[config.mk]
export PLATFORM = sky130hd
export DESIGN_NAME = keypad_display_io
export DESIGN_NICKNAME = d
export VERILOG_FILES = /design/src/rtl/keypad_display_io.sv
export SDC_FILE = /design/constraint.sdc
export NUM_CORES = 1
export LEC_CHECK = 0
export ABC_AREA = 1
export BUFFER_PORTS_ARGS = -buffer_cell sky130_fd_sc_hd__buf_2
export CAP_MARGIN = 10
export CORE_UTILIZATION = 40
export CTS_CLUSTER_SIZE = 30
export DETAILED_ROUTE_END_ITERATION = 8
export GPL_TIMING_DRIVEN = 0
export SLEW_MARGIN = 20
export SYNTH_ARGS = -nofsm -noshare
export SYNTH_HDL_FRONTEND = slang
export SYNTH_SLANG_ARGS = --single-unit
[constraint.sdc]
create_clock -name clk -period 2.1 [get_ports clk]
set_input_delay 0.42 -clock clk [delete_from_list [all_inputs] [get_ports clk]]
set_output_delay 0.42 -clock clk [all_outputs]
set_load 0.05 [all_outputs]
[src/rtl/keypad_display_io.sv]
// Front-panel I/O: 4x4 keypad scan/debounce with ready/ack handshake, 4-digit 7-seg mux.
// Optional LEADING_ZERO_BLANK_EN blanks leading zero digits (digit 0 always shown).
module keypad_display_io #(
    parameter int SCAN_DIV       = 50000,
    parameter int DEBOUNCE_SCANS = 4,
    parameter int REFRESH_DIV    = 50000
) (
    input  logic        clk,
    input  logic        rst,
    output logic [3:0]  rowwrite,
    input  logic [3:0]  colread,
    output logic [3:0]  keyout,
    output logic        ready,
    input  logic        ack,
    input  logic [15:0] datain,
    output logic [3:0]  grounds,
    output logic [6:0]  display
);
    localparam int SW = $clog2(SCAN_DIV + 1);
    localparam int DW = $clog2(DEBOUNCE_SCANS + 1);
    localparam int RW = $clog2(REFRESH_DIV + 1);
    localparam logic [SW-1:0] SCAN_LAST = SW'(SCAN_DIV - 1);
    localparam logic [RW-1:0] REF_LAST  = RW'(REFRESH_DIV - 1);
    localparam logic [DW-1:0] DB_MAX    = DW'(DEBOUNCE_SCANS);

    function automatic logic [3:0] key_code(input logic [3:0] rc);
        case (rc)
            4'd0:    key_code = 4'h1;
            4'd1:    key_code = 4'h2;
            4'd2:    key_code = 4'h3;
            4'd3:    key_code = 4'hA;
            4'd4:    key_code = 4'h4;
            4'd5:    key_code = 4'h5;
            4'd6:    key_code = 4'h6;
            4'd7:    key_code = 4'hB;
            4'd8:    key_code = 4'h7;
            4'd9:    key_code = 4'h8;
            4'd10:   key_code = 4'h9;
            4'd11:   key_code = 4'hC;
            4'd12:   key_code = 4'hE;
            4'd13:   key_code = 4'h0;
            4'd14:   key_code = 4'hF;
            default: key_code = 4'hD;
        endcase
    endfunction

    function automatic logic [6:0] seg(input logic [3:0] d);
        case (d)
            4'h0:    seg = 7'h7E;
            4'h1:    seg = 7'h30;
            4'h2:    seg = 7'h6D;
            4'h3:    seg = 7'h79;
            4'h4:    seg = 7'h33;
            4'h5:    seg = 7'h5B;
            4'h6:    seg = 7'h5F;
            4'h7:    seg = 7'h70;
            4'h8:    seg = 7'h7F;
            4'h9:    seg = 7'h7B;
            4'hA:    seg = 7'h77;
            4'hB:    seg = 7'h1F;
            4'hC:    seg = 7'h4E;
            4'hD:    seg = 7'h3D;
            4'hE:    seg = 7'h4F;
            default: seg = 7'h47;
        endcase
    endfunction

    logic [SW-1:0] scan_cnt;
    logic [1:0]    row;
    logic          cand_v, prev_v, stable_v;
    logic [3:0]    cand_code, prev_code, stable_code;
    logic [DW-1:0] db_cnt, db_next;
    logic [RW-1:0] ref_cnt;
    logic [1:0]    idx;

    logic       slot_end, row_hit, scan_v, same, accept, press, blank;
    logic [1:0] col_idx;
    logic [3:0] scan_code, digit;

    assign rowwrite = ~(4'b0001 << row);
    assign grounds  = 4'b0001 << idx;
    assign slot_end = (scan_cnt == SCAN_LAST);
    assign row_hit  = (colread != 4'hF);

    always_comb begin
        col_idx = 2'd0;
        if (!colread[3]) col_idx = 2'd3;
        if (!colread[2]) col_idx = 2'd2;
        if (!colread[1]) col_idx = 2'd1;
        if (!colread[0]) col_idx = 2'd0;
    end

    // Scan candidate so far, including the row being sampled now
    always_comb begin
        scan_v    = (row == 2'd0) ? row_hit : (cand_v | row_hit);
        scan_code = (row != 2'd0 && cand_v) ? cand_code
                                            : key_code({row, col_idx});
        same      = (scan_v == prev_v) && (!scan_v || scan_code == prev_code);
        db_next   = !same ? DW'(1)
                  : (db_cnt == DB_MAX) ? db_cnt : db_cnt + DW'(1);
        accept    = slot_end && (row == 2'd3) && (db_next >= DB_MAX)
                  && ((scan_v != stable_v)
                      || (scan_v && scan_code != stable_code));
        press     = accept && scan_v;
    end

    always_ff @(posedge clk) begin
        if (rst) begin
            scan_cnt    <= '0;
            row         <= 2'd0;
            cand_v      <= 1'b0;
            cand_code   <= 4'h0;
            prev_v      <= 1'b0;
            prev_code   <= 4'h0;
            db_cnt      <= '0;
            stable_v    <= 1'b0;
            stable_code <= 4'h0;
            keyout      <= 4'h0;
            ready       <= 1'b0;
        end else begin
            if (slot_end) begin
                scan_cnt  <= '0;
                row       <= row + 2'd1;
                cand_v    <= scan_v;
                cand_code <= scan_code;
                if (row == 2'd3) begin
                    prev_v    <= scan_v;
                    prev_code <= scan_code;
                    db_cnt    <= db_next;
                end
                if (accept) begin
                    stable_v    <= scan_v;
                    stable_code <= scan_code;
                end
            end else begin
                scan_cnt <= scan_cnt + SW'(1);
            end
            if (press && !ready) begin
                keyout <= scan_code;
                ready  <= 1'b1;
            end else if (ready && ack) begin
                ready <= 1'b0;
            end
        end
    end

    assign digit = datain[4*idx +: 4];

    always_comb begin
        blank = 1'b0;
`ifdef LEADING_ZERO_BLANK_EN
        case (idx)
            2'd1:    blank = (datain[15:4] == 12'h000);
            2'd2:    blank = (datain[15:8] == 8'h00);
            2'd3:    blank = (datain[15:12] == 4'h0);
            default: blank = 1'b0;
        endcase
`endif
    end

    always_ff @(posedge clk) begin
        if (rst) begin
            ref_cnt <= '0;
            idx     <= 2'd0;
            display <= 7'h7E;
        end else begin
            display <= blank ? 7'h00 : seg(digit);
            if (ref_cnt == REF_LAST) begin
                ref_cnt <= '0;
                idx     <= idx + 2'd1;
            end else begin
                ref_cnt <= ref_cnt + RW'(1);
            end
        end
    end
endmodule

==> qor.yml <==
run_status:
  violations: "setup timing"
  status: "complete, but fails checks"
yosys:
  synth_top_area_cell: "dfxtp_1"
  syn-num-nets: 567
  yosys-top-cells-area: "dfxtp_1 36%, nand2_1 12%, inv_1 7.7%"
  netlist_area_um2: 3640
  synth_warnings: 0
  synth_top_area_share_pct: 36.3
  async_flop_share_pct: 0
  ys_top_cells_by_count: "117 x nand2_1, 75 x inv_1, 66 x dfxtp_1"
  synth.distinct_cells: 37
  synth_edf_count: 0
  synth_area_per_cell_um2: 6.96
  yosysMostFrequentCell: "nand2_1"
  syn_inst: 523
  seq_area_frac_synth_pct: 36.3
  ys_ff_latch: 66
  synthFlopType: "dfxtp_1"
sta:
  worst_pin_slew_ns: 0.563
  final.period_utilization_pct: 101
  fin_ws_ns: -0.0153
  fin_skew_ns: 0.0111
  hold_viol: 0
  rsz0062_at_grt: "yes"
  fmax_mhz: 473
  post-route-min-period_ns: 2.12
  setup_viol: 1
  slew_viol_final: 0
  slew_headroom_pct: 62.4
cts:
  tritoncts: "done"
  cts-root-buf: "clkbuf_8"
  cts_inserted_buffers: 9
  htree_levels: 3
  hold_buffers: 0
  clock_latency_ns: 0.34
  clk_pin_slew_worst_paths_ns: 0.08
  cts_sinks: 66
  cts_buffer_depth: 2
power_and_ir_drop:
  cellInternalPower_mw: 1.86
  power_mw: 2.59
  p_leak_nw: 2.03
  power_frac_clock_pct: 36.7
  power_density_nw_per_um2: 546
  seqPwrFrac_pct: 49.6
  combPwrFrac_pct: 13.7
  peakVddDrop_mv: 0.338
  p_sw_share_pct: 28.3
  power.switching_uw: 732
placement:
  placedCellCount: 672
  gp_congestion: 0.768
  dp_hpwl_um: 5650
  portBuffers: 41
critical_path:
  worstPathArrival_ns: 2.39
  path_class: "input pin to flip-flop"
  endpoint_kind: "flip-flop"
  cp-start-kind: "input pin"
  worstPathRequired_ns: 2.37
  path_max_fanout: 7
floorplan:
  die_area_um2: 9490
  num_rows: 34
  coreArea_um2: 8760
  fp.dieH_um: 97.4
  die_x_um: 97.4
  io_pins: 43
  start_util_pct: 41.5
global_route:
  grt_start_max_net_pins: 12
  grt_pass1_vias: 3172
  grt_usage_pct: 17.1
  antenna_found_initial: 0
  grt_pass1_wl_um: 13500
  grt-ovfl-total: 0
route:
  drt_wl_total_um: 8250
  wl_per_cell_um: 11.5
  antenna_left: 0
  vias: 3491
  firstDrtPassIters: 5
  drc: 0
  drt_iter0_drc: 92
  viasPerCell: 4.86
cells_and_area:
  instances_no_fill: 719
  final_util_pct: 54.1
  final_nets: 650
  syn_to_final_growth_pct: 30.1
  diodes: 0
  drive_above_1_share_pct: 29.6
run:
  cap_violations: 0
min_path:
  hold_path.class: "input pin to flip-flop"
## layout make-up
type | instances | area, um^2
Sequential cell | 66 | 1330
Fill cell | 824 | 4030
Clock buffer | 11 | 141
Tap cell | 108 | 135
Multi-Input combinational cell | 366 | 2280
Inverter | 84 | 340
Buffer | 7 | 33.8
Timing Repair Buffer | 72 | 448
Clock inverter | 5 | 30.0
## metrics by stage
stage	hold slack, ns	setup TNS [ns]	instance area [um^2]	setup slack [ns]
6_report	0.360	-0.0153	4740	-0.0153
5_1_grt	0.353	-0.867	4740	-0.128
3_3_place_gp	0.432	-6.39	4070	-0.459
3_5_place_dp	0.436	-7.24	4070	-0.479
2_1_floorplan	0.418	-0.264	3720	-0.0869
4_1_cts	0.342	-0.0199	4410	-0.0199
## timing repair
| action | CTS | global route |
|---|---|---|
| gates resized for setup | 22 | 48 |
| endpoints found under the setup margin | 29 | 46 |
| buffers inserted | 10 | 21 |
| pin swaps | 10 | 22 |
## logic make-up after synthesis
kind of cell             share of synthesized area (%)
AO/OA/AOI/OAI                                     13.2
XOR/XNOR                                         0.481
adder cells (fa/ha/maj)                           7.22
buffers and inverters                             9.42
flip-flops                                        36.3
AND/OR/NAND/NOR                                   33.4
## worst max-delay path, stage by stage
cell	delay, ns
buf_2	0.13
inv_1	0.06
nand2_2	0.06
nand2_2	0.09
nand2_4	0.08
ha_4	0.26
nand2_1	0.05
nand3_1	0.08
nand3_2	0.10
nand3b_1	0.12
nand3_2	0.10
nor2_4	0.13
nand2_4	0.08
nand2_4	0.08
nand2_4	0.07
nor2_8	0.18
buf_4	0.14
inv_2	0.03
a21oi_1	0.15
## state kept, by name, indices dropped and copies added, names as in the netlist
name	cells
ref_cnt	16
scan_cnt	16
display	7
cand_code	4
keyout	4
prev_code	4
stable_code	4
db_cnt	3
idx	2
row	2
cand_v	1
prev_v	1
ready	1
stable_v	1
## metal layers
metal / track usage (%) / share of wire, %
met1: 20.6 / 45
met2: 29.9 / 50
met3: 4.68 / 3.2
met4: 4.19 / 1.8
met5: 0 / 0
## power by group through the flow
stage / clock network [mW] / logic, mW / registers (mW)
final: 0.950 / 0.354 / 1.28
after global routing: 1.03 / 0.392 / 1.28
after CTS: 0.987 / 0.310 / 1.28
after detailed placement: 0 / 0.288 / 1.32
after global placement: 0 / 0.286 / 1.31
after floorplan: 0 / 0.182 / 1.35
## cell usage in the layout, fill, tap and decap left out, drive strengths merged, types with 3 or more instances in the layout
| cell | count |
|---|---|
| a21oi | 43 |
| a31oi | 4 |
| a32oi | 3 |
| buf | 74 |
| clkbuf | 16 |
| clkinv | 3 |
| clkinvlp | 4 |
| dfxtp | 66 |
| ha | 21 |
| inv | 82 |
| nand2 | 130 |
| nand3 | 31 |
| nand3b | 5 |
| nand4 | 8 |
| nor2 | 61 |
| nor3 | 8 |
| nor3b | 3 |
| nor4 | 5 |
| o21ai | 28 |
| o22ai | 5 |
| or2 | 7 |
## final timing paths
kind                                  start  cells past startpoint  slack (ns)             end
worst max-delay path             colread[3]                     19       -0.02  stable_code[2]
worst min-delay path                    ack                      3        0.36           ready
worst max register to register       row[1]                     17           0  stable_code[2]
worst min register to register  ref_cnt[15]                      2        0.47     ref_cnt[15]
No activity file was read; power rests on OpenSTA's default activity.
